### src/rtl/fetch_unit_pkg.sv
`default_nettype none
// ============================================================================
// Package  : fetch_pkg
// Brief    : Shared widths, state encoding and buffer entry type for fetch.
// Revision : 1.0 - initial release
// ============================================================================
package fetch_pkg;

    localparam int XLEN = 32;
    localparam logic [XLEN-1:0] INSTR_NOP = 32'h0000_0013;

    typedef enum logic [1:0] {
        BOOT = 2'd0,
        RUN  = 2'd1,
        HALT = 2'd2
    } fetch_state_t;

    typedef struct packed {
        logic [XLEN-1:0] pc;
        logic [XLEN-1:0] instr;
    } fetch_entry_t;

    localparam int ENTRY_W = $bits(fetch_entry_t);

endpackage
`default_nettype wire

### src/rtl/fetch_unit_if.sv
`default_nettype none
// ============================================================================
// Interface : fetch_unit_if
// Brief     : Memory-side and decode-side signals of the fetch stage.
// Options   : FETCH_MISALIGN_TRAP_EN adds fetch_misaligned_o.
// Revision  : 1.0 - initial release
// ============================================================================
interface fetch_unit_if;
    import fetch_pkg::*;

    logic [XLEN-1:0] imem_addr_o;
    logic [XLEN-1:0] imem_instr_i;
    logic            redirect_valid_i;
    logic [XLEN-1:0] redirect_pc_i;
    logic            fetch_valid_o;
    logic            fetch_ready_i;
    logic [XLEN-1:0] fetch_pc_o;
    logic [XLEN-1:0] fetch_instr_o;
`ifdef FETCH_MISALIGN_TRAP_EN
    logic            fetch_misaligned_o;
`endif

    modport master (
        output imem_addr_o,
        input  imem_instr_i,
        input  redirect_valid_i,
        input  redirect_pc_i,
        output fetch_valid_o,
        input  fetch_ready_i,
        output fetch_pc_o,
`ifdef FETCH_MISALIGN_TRAP_EN
        output fetch_misaligned_o,
`endif
        output fetch_instr_o
    );

    modport slave (
        input  imem_addr_o,
        output imem_instr_i,
        output redirect_valid_i,
        output redirect_pc_i,
        input  fetch_valid_o,
        output fetch_ready_i,
        input  fetch_pc_o,
`ifdef FETCH_MISALIGN_TRAP_EN
        input  fetch_misaligned_o,
`endif
        input  fetch_instr_o
    );

endinterface
`default_nettype wire

### src/rtl/fetch_unit_fifo.sv
`default_nettype none
// ============================================================================
// Module   : fetch_fifo
// Brief    : Synchronous FIFO with flush; head is read combinationally.
// Revision : 1.0 - initial release
// ============================================================================
module fetch_fifo #(
    parameter int WIDTH = 64,
    parameter int DEPTH = 2
) (
    input  wire                           clk,
    input  wire                           rst,
    input  wire                           i_flush,
    input  wire                           i_push,
    input  wire [WIDTH-1:0]               i_push_data,
    input  wire                           i_pop,
    output logic [WIDTH-1:0]              o_head_data,
    output logic                          o_empty,
    output logic [$clog2(DEPTH+1)-1:0]    o_count
);
    localparam int c_PTR_W = (DEPTH > 1) ? $clog2(DEPTH) : 1;
    localparam int c_CNT_W = $clog2(DEPTH + 1);

    logic [WIDTH-1:0]   r_mem [DEPTH];
    logic [c_PTR_W-1:0] r_wr_ptr;
    logic [c_PTR_W-1:0] r_rd_ptr;
    logic [c_CNT_W-1:0] r_count;
    logic               w_full;
    logic               w_push;
    logic               w_pop;

    assign o_empty     = (r_count == '0);
    assign w_full      = (r_count == c_CNT_W'(DEPTH));
    assign w_pop       = i_pop && !o_empty;
    // A push into a full buffer is accepted when the head leaves in the same cycle.
    assign w_push      = i_push && (!w_full || w_pop);
    assign o_head_data = r_mem[r_rd_ptr];
    assign o_count     = r_count;

    always_ff @(posedge clk) begin
        if (w_push && !rst && !i_flush) begin
            r_mem[r_wr_ptr] <= i_push_data;
        end
    end

    always_ff @(posedge clk) begin
        if (rst || i_flush) begin
            r_wr_ptr <= '0;
            r_rd_ptr <= '0;
            r_count  <= '0;
        end else begin
            if (w_push) begin
                r_wr_ptr <= (r_wr_ptr == c_PTR_W'(DEPTH - 1)) ? '0 : r_wr_ptr + 1'b1;
            end
            if (w_pop) begin
                r_rd_ptr <= (r_rd_ptr == c_PTR_W'(DEPTH - 1)) ? '0 : r_rd_ptr + 1'b1;
            end
            case ({w_push, w_pop})
                2'b10:   r_count <= r_count + 1'b1;
                2'b01:   r_count <= r_count - 1'b1;
                default: r_count <= r_count;
            endcase
        end
    end

endmodule
`default_nettype wire

### src/rtl/fetch_unit.sv
`default_nettype none
// ============================================================================
// Module   : fetch_unit
// Brief    : PC owner, instruction-memory issue and buffered decode handoff.
// Options  : FETCH_MISALIGN_TRAP_EN enables misaligned-redirect trap and HALT.
// Revision : 1.0 - initial release
// ============================================================================
module fetch_unit
    import fetch_pkg::*;
#(
    parameter logic [XLEN-1:0] RESET_PC   = 32'h0000_0000,
    parameter int              FIFO_DEPTH = 2
) (
    input  wire          clk_i,
    input  wire          reset_i,
    fetch_unit_if.master bus
);
    localparam int c_CNT_W = $clog2(FIFO_DEPTH + 1);
    localparam int c_OCC_W = c_CNT_W + 1;

    fetch_state_t       r_state;
    logic [XLEN-1:0]    r_pc;
    logic [XLEN-1:0]    r_inflight_pc;
    logic               r_inflight;

    logic               w_redirect;
    logic [XLEN-1:0]    w_redirect_pc;
    logic               w_empty;
    logic [c_CNT_W-1:0] w_count;
    logic [c_OCC_W-1:0] w_occupancy;
    logic               w_head_valid;
    logic               w_valid;
    logic               w_pop;
    logic               w_push;
    logic               w_issue;
    fetch_entry_t       w_push_entry;
    fetch_entry_t       w_head_entry;

    assign w_redirect   = bus.redirect_valid_i;
    assign w_head_valid = !w_empty;
    assign w_valid      = w_head_valid && !w_redirect;
    assign w_pop        = w_valid && bus.fetch_ready_i;
    // A redirect kills the response arriving this cycle.
    assign w_push       = r_inflight && !w_redirect;
    assign w_push_entry = {r_inflight_pc, bus.imem_instr_i};

    // Slots committed after this edge; a new issue needs one left for its response.
    assign w_occupancy  = c_OCC_W'(w_count) + c_OCC_W'(r_inflight) - c_OCC_W'(w_pop);
    assign w_issue      = (r_state == RUN) && !w_redirect &&
                          (w_occupancy < c_OCC_W'(FIFO_DEPTH));

`ifdef FETCH_MISALIGN_TRAP_EN
    logic w_misaligned;
    logic r_misaligned;

    assign w_misaligned           = w_redirect && (bus.redirect_pc_i[1:0] != 2'b00);
    assign w_redirect_pc          = bus.redirect_pc_i;
    assign bus.fetch_misaligned_o = r_misaligned;
`else
    logic w_unused_low_bits;

    assign w_redirect_pc     = {bus.redirect_pc_i[XLEN-1:2], 2'b00};
    assign w_unused_low_bits = ^bus.redirect_pc_i[1:0];
`endif

    fetch_fifo #(
        .WIDTH (ENTRY_W),
        .DEPTH (FIFO_DEPTH)
    ) u_fifo (
        .clk         (clk_i),
        .rst         (reset_i),
        .i_flush     (w_redirect),
        .i_push      (w_push),
        .i_push_data (w_push_entry),
        .i_pop       (w_pop),
        .o_head_data (w_head_entry),
        .o_empty     (w_empty),
        .o_count     (w_count)
    );

    assign bus.imem_addr_o   = {2'b00, r_pc[XLEN-1:2]};
    assign bus.fetch_valid_o = w_valid;
    assign bus.fetch_pc_o    = w_head_valid ? w_head_entry.pc    : '0;
    assign bus.fetch_instr_o = w_head_valid ? w_head_entry.instr : '0;

    always_ff @(posedge clk_i) begin
        if (reset_i) begin
            r_state       <= BOOT;
            r_pc          <= RESET_PC;
            r_inflight    <= 1'b0;
            r_inflight_pc <= '0;
`ifdef FETCH_MISALIGN_TRAP_EN
            r_misaligned  <= 1'b0;
`endif
        end else begin
`ifdef FETCH_MISALIGN_TRAP_EN
            r_misaligned <= w_misaligned;
`endif
            if (w_redirect) begin
                r_pc       <= w_redirect_pc;
                r_inflight <= 1'b0;
`ifdef FETCH_MISALIGN_TRAP_EN
                r_state    <= w_misaligned ? HALT : RUN;
`else
                r_state    <= RUN;
`endif
            end else begin
                r_inflight <= w_issue;
                if (w_issue) begin
                    r_pc          <= r_pc + XLEN'(4);
                    r_inflight_pc <= r_pc;
                end
                case (r_state)
                    BOOT:    r_state <= RUN;
                    RUN:     r_state <= RUN;
`ifdef FETCH_MISALIGN_TRAP_EN
                    HALT:    r_state <= HALT;
`endif
                    default: r_state <= BOOT;
                endcase
            end
        end
    end

endmodule
`default_nettype wire

### src/flat_wrapper.sv
// flat-port wrapper written by rule: the top's interface ports become plain ports
module fetch_unit_flat import fetch_pkg::*;
#(
    parameter logic [XLEN-1:0] RESET_PC   = 32'h0000_0000,
    parameter int              FIFO_DEPTH = 2
)
  (clk_i, reset_i, bus_imem_addr_o, bus_imem_instr_i, bus_redirect_valid_i, bus_redirect_pc_i, bus_fetch_valid_o, bus_fetch_ready_i, bus_fetch_pc_o, bus_fetch_instr_o);
  fetch_unit_if bus_i ();
  input  wire clk_i;
  input  wire reset_i;
  output wire logic [$bits(bus_i.imem_addr_o)-1:0] bus_imem_addr_o;
  input wire logic [$bits(bus_i.imem_instr_i)-1:0] bus_imem_instr_i;
  input wire logic [$bits(bus_i.redirect_valid_i)-1:0] bus_redirect_valid_i;
  input wire logic [$bits(bus_i.redirect_pc_i)-1:0] bus_redirect_pc_i;
  output wire logic [$bits(bus_i.fetch_valid_o)-1:0] bus_fetch_valid_o;
  input wire logic [$bits(bus_i.fetch_ready_i)-1:0] bus_fetch_ready_i;
  output wire logic [$bits(bus_i.fetch_pc_o)-1:0] bus_fetch_pc_o;
  output wire logic [$bits(bus_i.fetch_instr_o)-1:0] bus_fetch_instr_o;
  assign bus_imem_addr_o = bus_i.imem_addr_o;
  assign bus_i.imem_instr_i = bus_imem_instr_i;
  assign bus_i.redirect_valid_i = bus_redirect_valid_i;
  assign bus_i.redirect_pc_i = bus_redirect_pc_i;
  assign bus_fetch_valid_o = bus_i.fetch_valid_o;
  assign bus_i.fetch_ready_i = bus_fetch_ready_i;
  assign bus_fetch_pc_o = bus_i.fetch_pc_o;
  assign bus_fetch_instr_o = bus_i.fetch_instr_o;
  fetch_unit #(.RESET_PC(RESET_PC), .FIFO_DEPTH(FIFO_DEPTH)) u_core (.clk_i(clk_i), .reset_i(reset_i), .bus(bus_i));
endmodule
### config.mk
export PLATFORM = sky130hd
export DESIGN_NAME = fetch_unit_flat
export DESIGN_NICKNAME = d
export VERILOG_FILES = /design/src/rtl/fetch_unit_pkg.sv /design/src/rtl/fetch_unit_if.sv /design/src/rtl/fetch_unit_fifo.sv /design/src/rtl/fetch_unit.sv /design/src/flat_wrapper.sv
export SDC_FILE = /design/constraint.sdc
export NUM_CORES = 1
export LEC_CHECK = 0
export CORE_MARGIN = 4
export CORE_UTILIZATION = 46
export DETAILED_ROUTE_END_ITERATION = 6
export PLACE_DENSITY = 0.79
export SYNTH_ARGS = -nofsm -noshare
export SYNTH_HDL_FRONTEND = slang
export SYNTH_SLANG_ARGS = --single-unit
export TNS_END_PERCENT = 1
### constraint.sdc
create_clock -name clk_i -period 4.3 [get_ports clk_i]
set_clock_uncertainty 0.15 [all_clocks]
set_input_delay 0.86 -clock clk_i [delete_from_list [all_inputs] [get_ports clk_i]]
set_output_delay 0.86 -clock clk_i [all_outputs]
set_load 0.03 [all_outputs]
# --- Word-level counts from Yosys, hierarchy flattened ---
# Memory sizes are Yosys's and may differ from the RTL's. A register that Yosys moved wholly into a read port is not among the register bits.
# Cells that the tools add are included.
op_classes:
  magnitude_cmp: 1
  add_sub_neg: 7
  eq_ne: 4
  mux: 13
  n_reduce_logical: 22
  n_bitwise: 1
op_table:
  columns: ["operator", "count"]
  rows:
  - ["$mux W32", 4]
  - ["$add A32 B3 Y32 const B", 1]
  - ["$logic_and A1 B1 Y1", 9]
  - ["$mux W1", 8]
  - ["$eq A2 B1 Y1 const B", 2]
  - ["$eq A2 B2 Y1 const B", 2]
  - ["$logic_not A1 Y1", 4]
  - ["$logic_not A2 Y1", 2]
  - ["$pmux W2 S2", 1]
  - ["$reduce_bool A2 Y1", 2]
  - ["$reduce_or A2 Y1", 2]
  - ["$add A2 B1 Y3", 1]
  - ["$lt A3 B2 Y1 const B", 1]
  - ["$sub A3 B1 Y3", 1]
  - ["$add A1 B1 Y1 const B", 2]
  - ["$add A2 B1 Y2 const B", 1]
  - ["$logic_or A1 B1 Y1", 2]
  - ["$reduce_and A2 Y1", 1]
  - ["$sub A2 B1 Y2 const B", 1]
  - ["$not A1 Y1", 1]
totals:
  ff_bits: 71
  in_bits: 68
  mem_bits_rw: 128
  mem_count: 1
  word_cells: 58
mem_list:
  columns: ["memory", "depth", "word_bits", "rd", "rd_ports_with_merged_regs", "wr", "line_no", "source"]
  rows:
  - ["u_core.u_fifo.r_mem", 2, 64, 1, 1, 1, "fetch_unit_fifo.sv:24", "logic [WIDTH-1:0] r_mem [DEPTH];"]

# --- Longest topological paths before layout ---
# Gate-level depths: netlist of the first run.
logic_depth:
  ltp_word: 11
  ltp_mapped: 13
  depth_no_buf: 11

# --- Hierarchy ---
# Synthesis of the first run repeated with hierarchy kept, for this count alone.
hier_totals:
  hier_cells: 661
  hier_area_um2: 8199.1
modules_own_cells:
  columns: ["module", "area_each_um2", "cells_per_inst", "instances", "seq_area_each_um2"]
  rows:
  - ["fetch_fifo", 4848.4, 227, 1, 3943.8]
  - ["fetch_unit", 3350.7, 434, 1, 1241.2]

# --- Least setup slack after synthesis of the first run ---
# Ideal clock, no wire load.
synth_path:
  kind: "input port to flip-flop"
  start: "input bus_redirect_valid_i"
  end: "memory u_core.u_fifo.r_mem[0][0], enable pin"
  n_path_buf: 1
  t_arrival_ns: 3.837
  required_ns: 3.667
  path_slack_ns: -0.170
  stages: 4
  cell_sequence: "clkbuf_1 -> nor2_1 -> nand2_1 -> nor2_1"
synth_between:
  elab_chain_cells: 10
synth_lines:
  columns: ["item", "line_no", "source"]
  rows:
  - ["from (decl)", "flat_wrapper.sv:13", "input wire logic [$bits(bus_i.redirect_valid_i)-1:0] bus_redirect_valid_i;"]
  - ["$logic_not A1 Y1 *", "fetch_unit_fifo.sv:41, fetch_unit.sv:41, fetch_unit.sv:44", null]
  - ["$logic_and A1 B1 Y1", "fetch_unit.sv:41", "assign w_valid = w_head_valid && !w_redirect;"]
  - ["$logic_and A1 B1 Y1", "fetch_unit.sv:42", "assign w_pop = w_valid && bus.fetch_ready_i;"]
  - ["$logic_and A1 B1 Y1", "fetch_unit_fifo.sv:34", "assign w_pop = i_pop && !o_empty;"]
  - ["$logic_or A1 B1 Y1", "fetch_unit_fifo.sv:36", "assign w_push = i_push && (!w_full || w_pop);"]
  - ["$logic_and A1 B1 Y1", "fetch_unit_fifo.sv:36", null]
  - ["$logic_and A1 B1 Y1", "fetch_unit_fifo.sv:41", "if (w_push && !rst && !i_flush) begin"]
  - ["$logic_and A1 B1 Y1 *", "fetch_unit_fifo.sv:41", null]
  - ["$mux W1 *", "fetch_unit_fifo.sv:41", null]
  - ["$mux W1 (not written as such) *", "fetch_unit_fifo.sv:42", "r_mem[r_wr_ptr] <= i_push_data;"]
  - ["to (decl)", "fetch_unit_fifo.sv:24", null]
# Mark *: on every way between the ends. The rest lies on a longest branch, timed or not.

# --- Worst setup path in the final report of the first run ---
layout_path:
  start: "input bus_redirect_valid_i"
  end: "register u_core.r_pc[15]"
layout_between:
  elab_chain_cells: 7
layout_lines:
  columns: ["item", "line_no", "source"]
  rows:
  - ["$logic_not A1 Y1", "fetch_unit.sv:41, fetch_unit.sv:49", null]
  - ["$logic_and A1 B1 Y1", "fetch_unit.sv:41", null]
  - ["$logic_and A1 B1 Y1", "fetch_unit.sv:42", null]
  - ["$sub A3 B1 Y3", "fetch_unit.sv:48", "assign w_occupancy = c_OCC_W'(w_count) + c_OCC_W'(r_inflight) - c_OCC_W'(w_pop);"]
  - ["$lt A3 B2 Y1", "fetch_unit.sv:50", "(w_occupancy < c_OCC_W'(FIFO_DEPTH));"]
  - ["$logic_and A1 B1 Y1", "fetch_unit.sv:49", "assign w_issue = (r_state == RUN) && !w_redirect &&"]
  - ["$reduce_bool A2 Y1 (no source line)", null, null]
  - ["to (signal assigned)", "fetch_unit.sv:100", "r_pc <= w_redirect_pc;"]
  - ["to (signal assigned)", "fetch_unit.sv:110", "r_pc <= r_pc + XLEN'(4);"]
  - ["to (decl)", "fetch_unit.sv:22", "logic [XLEN-1:0] r_pc;"]
# Parallel ways exist; a longest one is shown, timed or not.
# A chain may end at the register's enable or synchronous reset.

==> results of run 1 <==
layer usage:
| layer | vias up | track usage (%) |
|---|---|---|
| met5 | - | 0 |
| met4 | 2 | 7.68 |
| met3 | 34 | 4.64 |
| met2 | 168 | 31.3 |
| met1 | 2478 | 22.3 |
| li1 | 2609 | - |
through the flow:
step | area [µm²] | power (W) | std cells
after global placement | 9620 | 0.00234 | 1002
after floorplan | 7770 | 0.00220 | 652
after detailed placement | 9620 | 0.00235 | 1002
final | 10200 | 0.00380 | 1034
after global routing | 10200 | 0.00394 | 1034
after CTS | 10200 | 0.00382 | 1034
power breakdown:
group | internal, W | switching, W
logic | 0.000136 | 0.000154
registers | 0.00198 | 0.0000407
clock network | 0.000779 | 0.000710
total | 0.00289 | 0.000905
kinds of logic (layout without fill, tap and decap cells):
family	Yosys count	count (layout)
and+or+nand+nor	238	238
DFF	191	191
AOI/OAI and AO/OA	77	77
muxes	65	65
buffers and inverters	48	210
xor gates and xnor gates	26	26
adders and majority gates	3	3
other	1	4
worst max-delay path, stage by stage:
cell and delay (ns):
clkdlybuf4s50_1 0.49, nor2_1 0.07, and2_1 0.16, ha_1 0.26
nand2b_1 0.15, fa_1 0.48, nand2_1 0.23, nor3_2 0.53
nand4_1 0.18, xor2_1 0.17, a211oi_1 0.26
synth_stat cells, types with 2 or more instances:
master,count
edfxtp_1,124
nor2_1,91
nand2_1,88
dfxtp_1,67
mux2i_1,63
a21oi_1,39
clkbuf_1,26
a211oi_1,13
nand3_1,13
xnor2_1,13
xor2_1,12
nand4_1,8
and2_1,7
buf_1,7
o22ai_1,7
a31oi_1,6
inv_1,6
nor3_1,6
buf_4,4
nor4_2,4
o21ai_0,4
and4_1,3
nor3_2,3
nor4_1,3
a2bb2oi_1,2
buf_2,2
ha_1,2
nand2b_1,2
cell type report:
class                   instances  area share, %
clock inverters                14           1.19
repair buffers                171           16.9
inverters                       7          0.258
well taps                     220           2.70
multi-input cells             413           24.8
clock buffers                  18           4.31
flip-flops and latches        191           49.8
registers in the layout, indices dropped and copies added (netlist names), named ones only:
register / cells
u_core.r_inflight: 1
u_core.r_inflight_pc: 30
u_core.r_pc: 30
u_core.r_state: 1
u_core.u_fifo.o_count: 2
u_core.u_fifo.r_mem: 124
u_core.u_fifo.r_rd_ptr: 1
u_core.u_fifo.r_wr_ptr: 1
final timing paths:
check	startpoint	endpoint	slack (ns)	depth (start not counted)
max	bus_redirect_valid_i	u_core.r_pc[15]	0.64	11
min	u_core.r_inflight_pc[17]	u_core.u_fifo.r_mem[0][49]	0.31	0
max reg2reg	u_core.u_fifo.o_count[1]	u_core.r_pc[15]	0.89	11
min reg2reg	u_core.r_inflight_pc[17]	u_core.u_fifo.r_mem[0][49]	0.31	0
==> results.yml, run 1 <==
outcome:
  outcome: "finished clean"
placement:
  place_congestion: 0.832
  hpwl_um: 11400
  post-place-ws_ns: 0.220
  io_buffers: 158
detailed_routing:
  initialDrtViolationCount: 291
  via_per_inst: 5.12
  wire_per_inst_um: 16.6
  drc: 0
  routed-wl-met2_um: 8440
  wl_met1_um: 6990
  num_vias: 5291
  antenna_left: 0
  firstDrtPassIters: 5
  wl_met3_um: 1240
  top_layer_used: "met5"
  routed_wirelength_um: 17100
clocking:
  clock_latency_ns: 0.43
  clk_pin_slew_ns: 0.07
  cts_buffers: 17
  cts_root_buf: "clkbuf_16"
  cts_tree: "yes"
  post_cts_resized: 0
  clockBufferDepth: 2
  cts_num_sinks: 191
  post_cts_buffers: 0
  h-tree-depth: 4
  ctsHoldBuffers: 0
global_routing:
  grt_usage_pct: 18.4
  overflow: 0
  grt_pass1_wl_um: 26600
  grt_max_degree: 63
  antenna_found_initial: 1
  grt_pass1_vias: 5201
worst_setup_path:
  critPathArrivalTime_ns: 3.84
  crit_type: "input pin to flop"
  cp-start-kind: "input pin"
  critical_path_peak_fanout: 9
  cp-end-kind: "flop"
  crit_required_ns: 4.48
min_path:
  hold_path.class: "flop to flop"
synthesis:
  ys_warn_count: 0
  synth_top_family_by_area: "simple AND/OR/NAND/NOR gates"
  synth_top_area_cell: "edfxtp_1"
  ys_types: 52
  seq_area_frac_synth_pct: 65.3
  synthXorXnorAreaFrac_pct: 3.03
  synthAdderAreaFrac_pct: 0.580
  synth-compound-area-share_pct: 5.98
  synth_ff_type: "edfxtp_1"
  synth_edf_count: 124
  avgSynthCellArea_um2: 12.0
  ys_async_sr_fraction_pct: 0
  synth-simple-area-share_pct: 14.0
  synth_area_leaders: "edfxtp_1, dfxtp_1, mux2i_1, nor2_1, nand2_1"
  netlist_instances: 649
  synth_top_area_share_pct: 48.0
  synthMuxAreaShare_pct: 8.42
  synth_seq_cells: 191
  netlist_area_um2: 7760
floorplanning:
  die_w_um: 138
  die_area_um2: 19000
  die_y_um: 138
  ios: 165
  row_count: 47
  core_area_um2: 16600
  initial_core_util_pct: 46.8
layout:
  finalNetCount: 872
  multi_input_area_um2: 2520
  final_common_cell: "clkdlybuf4s50_1"
  utilization_pct: 61.4
  synthToLayoutAreaGrowth_pct: 31.1
  regArea_um2: 5070
  drive_above_1_share_pct: 8.11
  fill_cells: 1364
  n_antenna_cell: 0
  final_cell_mix: "clkdlybuf4s50_1, edfxtp_1, nor2_1, nand2_1, dfxtp_1"
power_and_ir_drop:
  power_leakage_nw: 3.31
  irDropWorstVdd_mv: 0.294
  power_density_nw_per_um2: 373
sta:
  clock.fmax_mhz: 273
  fin_setup_tns_ns: 0
  fin_crit_sh_pct: 85.0
  setup_viol_count_final: 0
  grt_setup_unrepaired: "no"
  tightest_slew_ns: 0.869
  fin_crit_ns: 3.66
  timing.hold.ws_ns: 0.306
  setup_ws_ns: 0.644
  max_slew_margin_pct: 41.6
  finalHoldViolCount: 0
  maxSlewViolCount: 0
run:
  maxCapViolCount: 0
Power figures use the tool's default switching activity.
==> inputs of run 2 (changes only) <==
--- a/config.mk
+++ b/config.mk
@@ -8,6 +8,7 @@
 export CORE_MARGIN = 4
 export CORE_UTILIZATION = 46
 export DETAILED_ROUTE_END_ITERATION = 6
+export GPL_TIMING_DRIVEN = 0
 export PLACE_DENSITY = 0.79
 export SYNTH_ARGS = -nofsm -noshare
 export SYNTH_HDL_FRONTEND = slang
==> run 2 against run 1 <==
Against the previous run: clock power is essentially flat; core utilization is 0.52 points higher; combinational power up 3%; critical endpoint unchanged.
==> results.yml, run 2 (synthesis results as in run 1) <==
clocking:
  cts_tree: "yes"
  clockBufferDepth: 2
  cts_root_buf: "clkbuf_16"
  cts_num_sinks: 191
  clock_latency_ns: 0.42
  post_cts_buffers: 0
  h-tree-depth: 4
  cts_buffers: 17
  clk_pin_slew_ns: 0.07
sta:
  fin_crit_sh_pct: 95.7
  max_slew_margin_pct: 39.9
  clock.fmax_mhz: 243
  finalHoldViolCount: 0
  maxSlewViolCount: 0
  tightest_slew_ns: 0.902
  fin_setup_tns_ns: 0
  fin_crit_ns: 4.11
  grt_setup_unrepaired: "no"
  setup_viol_count_final: 0
floorplanning:
  die_y_um: 138
  die_area_um2: 19000
  row_count: 47
  die_w_um: 138
  initial_core_util_pct: 46.8
  ios: 165
  core_area_um2: 16600
layout:
  largest_reg_flops: 124
  n_antenna_cell: 0
  final_cell_mix: "clkdlybuf4s50_1, edfxtp_1, nor2_1, nand2_1, dfxtp_1"
  regMostFlops: "u_core.u_fifo.r_mem"
  drive_above_1_share_pct: 8.07
  fin_cells: 1063
  utilization_pct: 61.9
  synthToLayoutAreaGrowth_pct: 32.3
  top_regs: "u_core.u_fifo.r_mem: 124 flops, u_core.r_inflight_pc: 30 flops, u_core.r_pc: 30 flops"
  finalNetCount: 901
  final_common_cell: "clkdlybuf4s50_1"
  fill_cells: 1359
detailed_routing:
  routed_wirelength_um: 17700
  wire_per_inst_um: 16.7
  drc: 0
  via_per_inst: 5.17
  antenna_left: 0
  initialDrtViolationCount: 379
  num_vias: 5499
  firstDrtPassIters: 5
worst_setup_path:
  critPathArrivalTime_ns: 4.29
  cp-end-kind: "flop"
  rr_endpoint: "u_core.r_pc[15]"
  critical_path_peak_fanout: 10
  cp-start-kind: "input pin"
  crit_type: "input pin to flop"
  r2r_slack_ns: 0.36
  worstRegToRegCells: 12
  crit_required_ns: 4.48
  regToRegStartpoint: "u_core.u_fifo.o_count[1]"
min_path:
  hold_depth: 0
  hold_path.class: "flop to flop"
  hold_start: "u_core.r_inflight_pc[9]"
  hold_end: "u_core.u_fifo.r_mem[0][41]"
global_routing:
  grt_pass1_vias: 5278
  overflow: 0
  grt_max_degree: 63
  grt_usage_pct: 19.1
  antenna_found_initial: 0
  grt_pass1_wl_um: 27400
placement:
  place_congestion: 0.823
  numPlacedInstances: 1031
  io_buffers: 157
  hpwl_um: 12500
power_and_ir_drop:
  power_density_nw_per_um2: 368
  irDropWorstVdd_mv: 0.282
  finalPower_w: 0.00378
  power_leakage_nw: 3.34
outcome:
  outcome: "finished clean"
run:
  maxCapViolCount: 0
[run 2: changes by cell type in the layout (fill, tap and decap cells not counted), sizes merged]
cell | previous run | this run
buf | 14 | 16
clkbuf | 18 | 45
inv | 18 | 14
clkinv | 2 | 6
[run 2: critical path: stages]
cell	delay, ns
clkdlybuf4s50_1	0.60
clkbuf_2	0.28
nor2_1	0.11
and2_1	0.21
ha_1	0.26
nand2b_1	0.15
fa_1	0.53
nand2_2	0.17
nor3_2	0.50
nand4_1	0.18
xor2_1	0.16
a211oi_1	0.27
[run 2: repair_timing]
item,in CTS,in global routing
setup endpoints to repair,32,33
hold buffers,0,0
cloned,0,0
resized for setup,6,9
[run 2: power by group]
part           total, W  switching (W)  internal, W  leakage (nW)
registers       0.00202      0.0000400      0.00198          1.77
logic          0.000300       0.000163     0.000137          1.29
clock network   0.00146       0.000675     0.000782         0.275
[run 2: final cells by class]
class	count	area, µm²	area share (%)
Buffer	41	186	1.82
Sequential cell	191	5060	49.3
Timing Repair Buffer	159	1610	15.7
Inverter	7	26.3	0.256
Tap cell	220	275	2.68
Clock inverter	14	104	1.01
Clock buffer	18	450	4.39
Multi-Input combinational cell	413	2550	24.8
[run 2: worst max-delay path by stage]
| stage | from | end | cells after the start | slack, ns |
|---|---|---|---|---|
| global route | bus_redirect_valid_i | u_core.r_pc[15] | 12 | 0.02 |
| global placement | bus_redirect_valid_i | u_core.u_fifo.r_mem[0][14] | 5 | -0.72 |
| detailed placement | bus_redirect_valid_i | u_core.r_inflight_pc[8] | 13 | -0.60 |
| CTS | bus_redirect_valid_i | u_core.r_inflight_pc[23] | 13 | 0.09 |
| finish | bus_redirect_valid_i | u_core.r_pc[15] | 12 | 0.19 |
| floorplan | bus_redirect_valid_i | u_core.r_inflight_pc[19] | 12 | 0.44 |
[run 2: metrics by stage]
step	hold slack, ns	setup WS [ns]	instance area [µm²]
5_1_grt	0.320	0.0207	10300
6_report	0.307	0.187	10300
3_3_place_gp	0.280	-0.717	9620
3_5_place_dp	0.291	-0.599	9670
2_1_floorplan	0.275	0.444	7770
4_1_cts	0.307	0.0854	10300
[run 2: routing by layer]
metal,vias to the layer above,wire (µm),GRT usage [%],part of all wire (%)
met5,-,0,0,0
li1,2673,-,-,-
met4,0,444,7.30,2.5
met2,198,8670,31.1,49
met3,35,1240,5.12,7.0
met1,2593,7370,24.5,42
==> inputs of run 3 (changes only) <==
--- a/config.mk
+++ b/config.mk
@@ -6,11 +6,12 @@
 export NUM_CORES = 1
 export LEC_CHECK = 0
 export CORE_MARGIN = 4
-export CORE_UTILIZATION = 46
+export CORE_UTILIZATION = 47
 export DETAILED_ROUTE_END_ITERATION = 6
 export GPL_TIMING_DRIVEN = 0
-export PLACE_DENSITY = 0.79
+export PLACE_DENSITY = 0.8
 export SYNTH_ARGS = -nofsm -noshare
 export SYNTH_HDL_FRONTEND = slang
+export SYNTH_HIERARCHICAL = 1
 export SYNTH_SLANG_ARGS = --single-unit
 export TNS_END_PERCENT = 1
==> run 3 against run 2 <==
Against the previous run: setup slack improved by 0.0057 ns; sequential share of layout area shrank 0.91 points; combinational power is 9.7% lower.
==> results.yml, run 3 <==
sta:
  maxSlewViolCount: 0
  setup_viol_count_final: 0
  fin_crit_ns: 4.11
  max_slew_margin_pct: 28.2
  tightest_slew_ns: 1.08
  timing.hold.ws_ns: 0.305
  finalHoldViolCount: 0
  fin_crit_sh_pct: 95.5
  grt_setup_unrepaired: "no"
  fin_setup_tns_ns: 0
  clock.fmax_mhz: 243
synthesis:
  avgSynthCellArea_um2: 12.4
  netlist_area_um2: 8200
  seq_area_frac_synth_pct: 63.2
  synth_area_leaders: "edfxtp_1, dfxtp_1, mux2_2, nor2b_1, nand2_1"
  synth-compound-area-share_pct: 6.04
  synth_common_cells: "edfxtp_1, nand2_1, dfxtp_1, mux2_2, nor2b_1"
  synth_top_area_cell: "edfxtp_1"
  synth_top_area_share_pct: 46.9
  synthXorXnorAreaFrac_pct: 2.03
  synth-simple-area-share_pct: 16.1
  ys_async_sr_fraction_pct: 0
  synth_seq_cells: 195
  synth_edf_count: 128
  ys_warn_count: 6
  synth_ff_type: "edfxtp_1"
  synthMuxAreaShare_pct: 9.20
  ys_types: 53
  synth_top_family_by_area: "simple AND/OR/NAND/NOR gates"
  netlist_instances: 661
  synthAdderAreaFrac_pct: 0.549
  synth.most_common_cell: "edfxtp_1"
power_and_ir_drop:
  seqPwrFrac_pct: 53.6
  p_int_w: 0.00300
  sw_frac_of_total_pct: 21.9
  power_leakage_nw: 3.58
  combinationalPowerShare_pct: 7.1
  irDropWorstVdd_mv: 0.272
  p_clk_share_pct: 39.3
  p_switching_w: 0.000841
  power_density_nw_per_um2: 359
clocking:
  cts_root_buf: "clkbuf_16"
  cts_buffers: 17
  cts_tree: "yes"
  clock_latency_ns: 0.43
  cts_num_sinks: 195
  h-tree-depth: 4
  clockBufferDepth: 2
  clk_pin_slew_ns: 0.06
layout:
  drive_above_1_share_pct: 15.6
  synthToLayoutAreaGrowth_pct: 30.6
  largest_reg_flops: 128
  final_common_cell: "clkdlybuf4s50_1"
  utilization_pct: 62.3
  regMostFlops: "u_core/u_fifo/r_mem"
  finalNetCount: 916
  final_cell_mix: "clkdlybuf4s50_1, edfxtp_1, nand2_1, nor2b_1, mux2_2"
  top_regs: "u_core/u_fifo/r_mem: 128 flops, u_core/r_inflight_pc: 30 flops, u_core/r_pc: 30 flops"
  n_antenna_cell: 0
worst_setup_path:
  critical_path_peak_fanout: 12
  cp-end-kind: "flop"
  critPathArrivalTime_ns: 4.31
  crit_required_ns: 4.50
  cp-start-kind: "input pin"
  crit_type: "input pin to flop"
detailed_routing:
  via_per_inst: 5.26
  wire_per_inst_um: 17.4
  initialDrtViolationCount: 320
  antenna_left: 0
  drc: 0
  num_vias: 5695
  firstDrtPassIters: 5
  routed_wirelength_um: 18900
run:
  maxCapViolCount: 0
floorplanning:
  die_y_um: 140
  core_area_um2: 17200
  die_area_um2: 19600
  initial_core_util_pct: 47.7
  die_w_um: 140
  ios: 165
  row_count: 48
min_path:
  hold_path.class: "flop to flop"
global_routing:
  grt_pass1_wl_um: 29700
  grt_max_degree: 66
  antenna_found_initial: 0
  grt_pass1_vias: 5557
  grt_usage_pct: 19.3
  overflow: 0
placement:
  io_buffers: 160
  place_congestion: 0.856
  hpwl_um: 13200
outcome:
  outcome: "finished clean"
-- run 3: changes by cell type after synthesis, moves of 6 or more --
cell,change
nor4_1,+7
o21ai_0,+6
nor2_1,-67
buf_1,-7
xor2_1,-9
mux2_2,+66
mux2i_1,-63
nor2b_1,+67
-- run 3: worst paths after layout --
check	slack [ns]	to	cells past startpoint	start
worst max register to register	0.20	u_core/r_pc[24]	13	u_core/u_fifo/o_count[1]
worst min-delay path	0.30	u_core/u_fifo/r_mem[1][50]	0	u_core/r_inflight_pc[18]
worst min register to register	0.30	u_core/u_fifo/r_mem[1][50]	0	u_core/r_inflight_pc[18]
worst max-delay path	0.19	u_core/r_pc[24]	12	bus_redirect_valid_i
-- run 3: metrics by stage --
step / total power [W] / setup slack (ns) / cell area, µm² / std cells
final: 0.00384 / 0.192 / 10700 / 1083
after global routing: 0.00398 / 0.0399 / 10700 / 1083
after CTS: 0.00387 / 0.0295 / 10700 / 1083
after detailed placement: 0.00237 / -0.847 / 10100 / 1052
after global placement: 0.00236 / -0.778 / 10100 / 1051
after floorplan: 0.00222 / 0.0442 / 8220 / 666
-- run 3: critical path, stage by stage --
cell and delay (ns):
dlygate4sd2_1 0.52, nor2_1 0.12, and2_1 0.26, ha_1 0.29, nand2b_1 0.15, fa_1 0.41
xnor2_2 0.38, nand3_1 0.24, clkbuf_1 0.29, nor4_1 0.27, mux2_2 0.38, a21oi_1 0.14
-- run 3: what timing repair did --
| action | 4_1_cts | 5_1_grt |
|---|---|---|
| hold buffers | 0 | 0 |
| resized for setup | 4 | 3 |
| setup buffers | 0 | 0 |
| endpoints found under the setup margin | 55 | 34 |
-- run 3: logic make-up after synthesis --
kind of cell | Yosys count
AOI/OAI and AO/OA | 82
muxes | 67
and+or+nand+nor | 249
buffers and inverters | 45
xor gates and xnor gates | 19
adders and majority gates | 3
other | 1
DFF | 195
-- run 3: layout make-up --
| class | count | area (µm²) |
|---|---|---|
| inverter | 6 | 22.5 |
| fill | 1382 | 6470 |
| tap | 225 | 282 |
| clock buffer | 18 | 429 |
| timing repair buffer | 161 | 1630 |
| clock inverter | 14 | 141 |
| buffer | 38 | 208 |
| sequential | 195 | 5190 |
| multi-input combinational | 426 | 2810 |
-- run 3: power by group through the flow --
stage          clock [W]  combinational [W]  sequential, W
2_1_floorplan          0          0.0000954        0.00212
3_5_place_dp           0           0.000270        0.00210
3_3_place_gp           0           0.000266        0.00210
6_report         0.00151           0.000271        0.00206
5_1_grt          0.00163           0.000290        0.00206
4_1_cts          0.00154           0.000271        0.00206
-- run 3: metal layers --
layer | track usage (%) | wire length (µm)
met5 | 0 | 0
met3 | 4.40 | 1420
met4 | 5.86 | 248
met1 | 24.4 | 7870
met2 | 33.2 | 9340
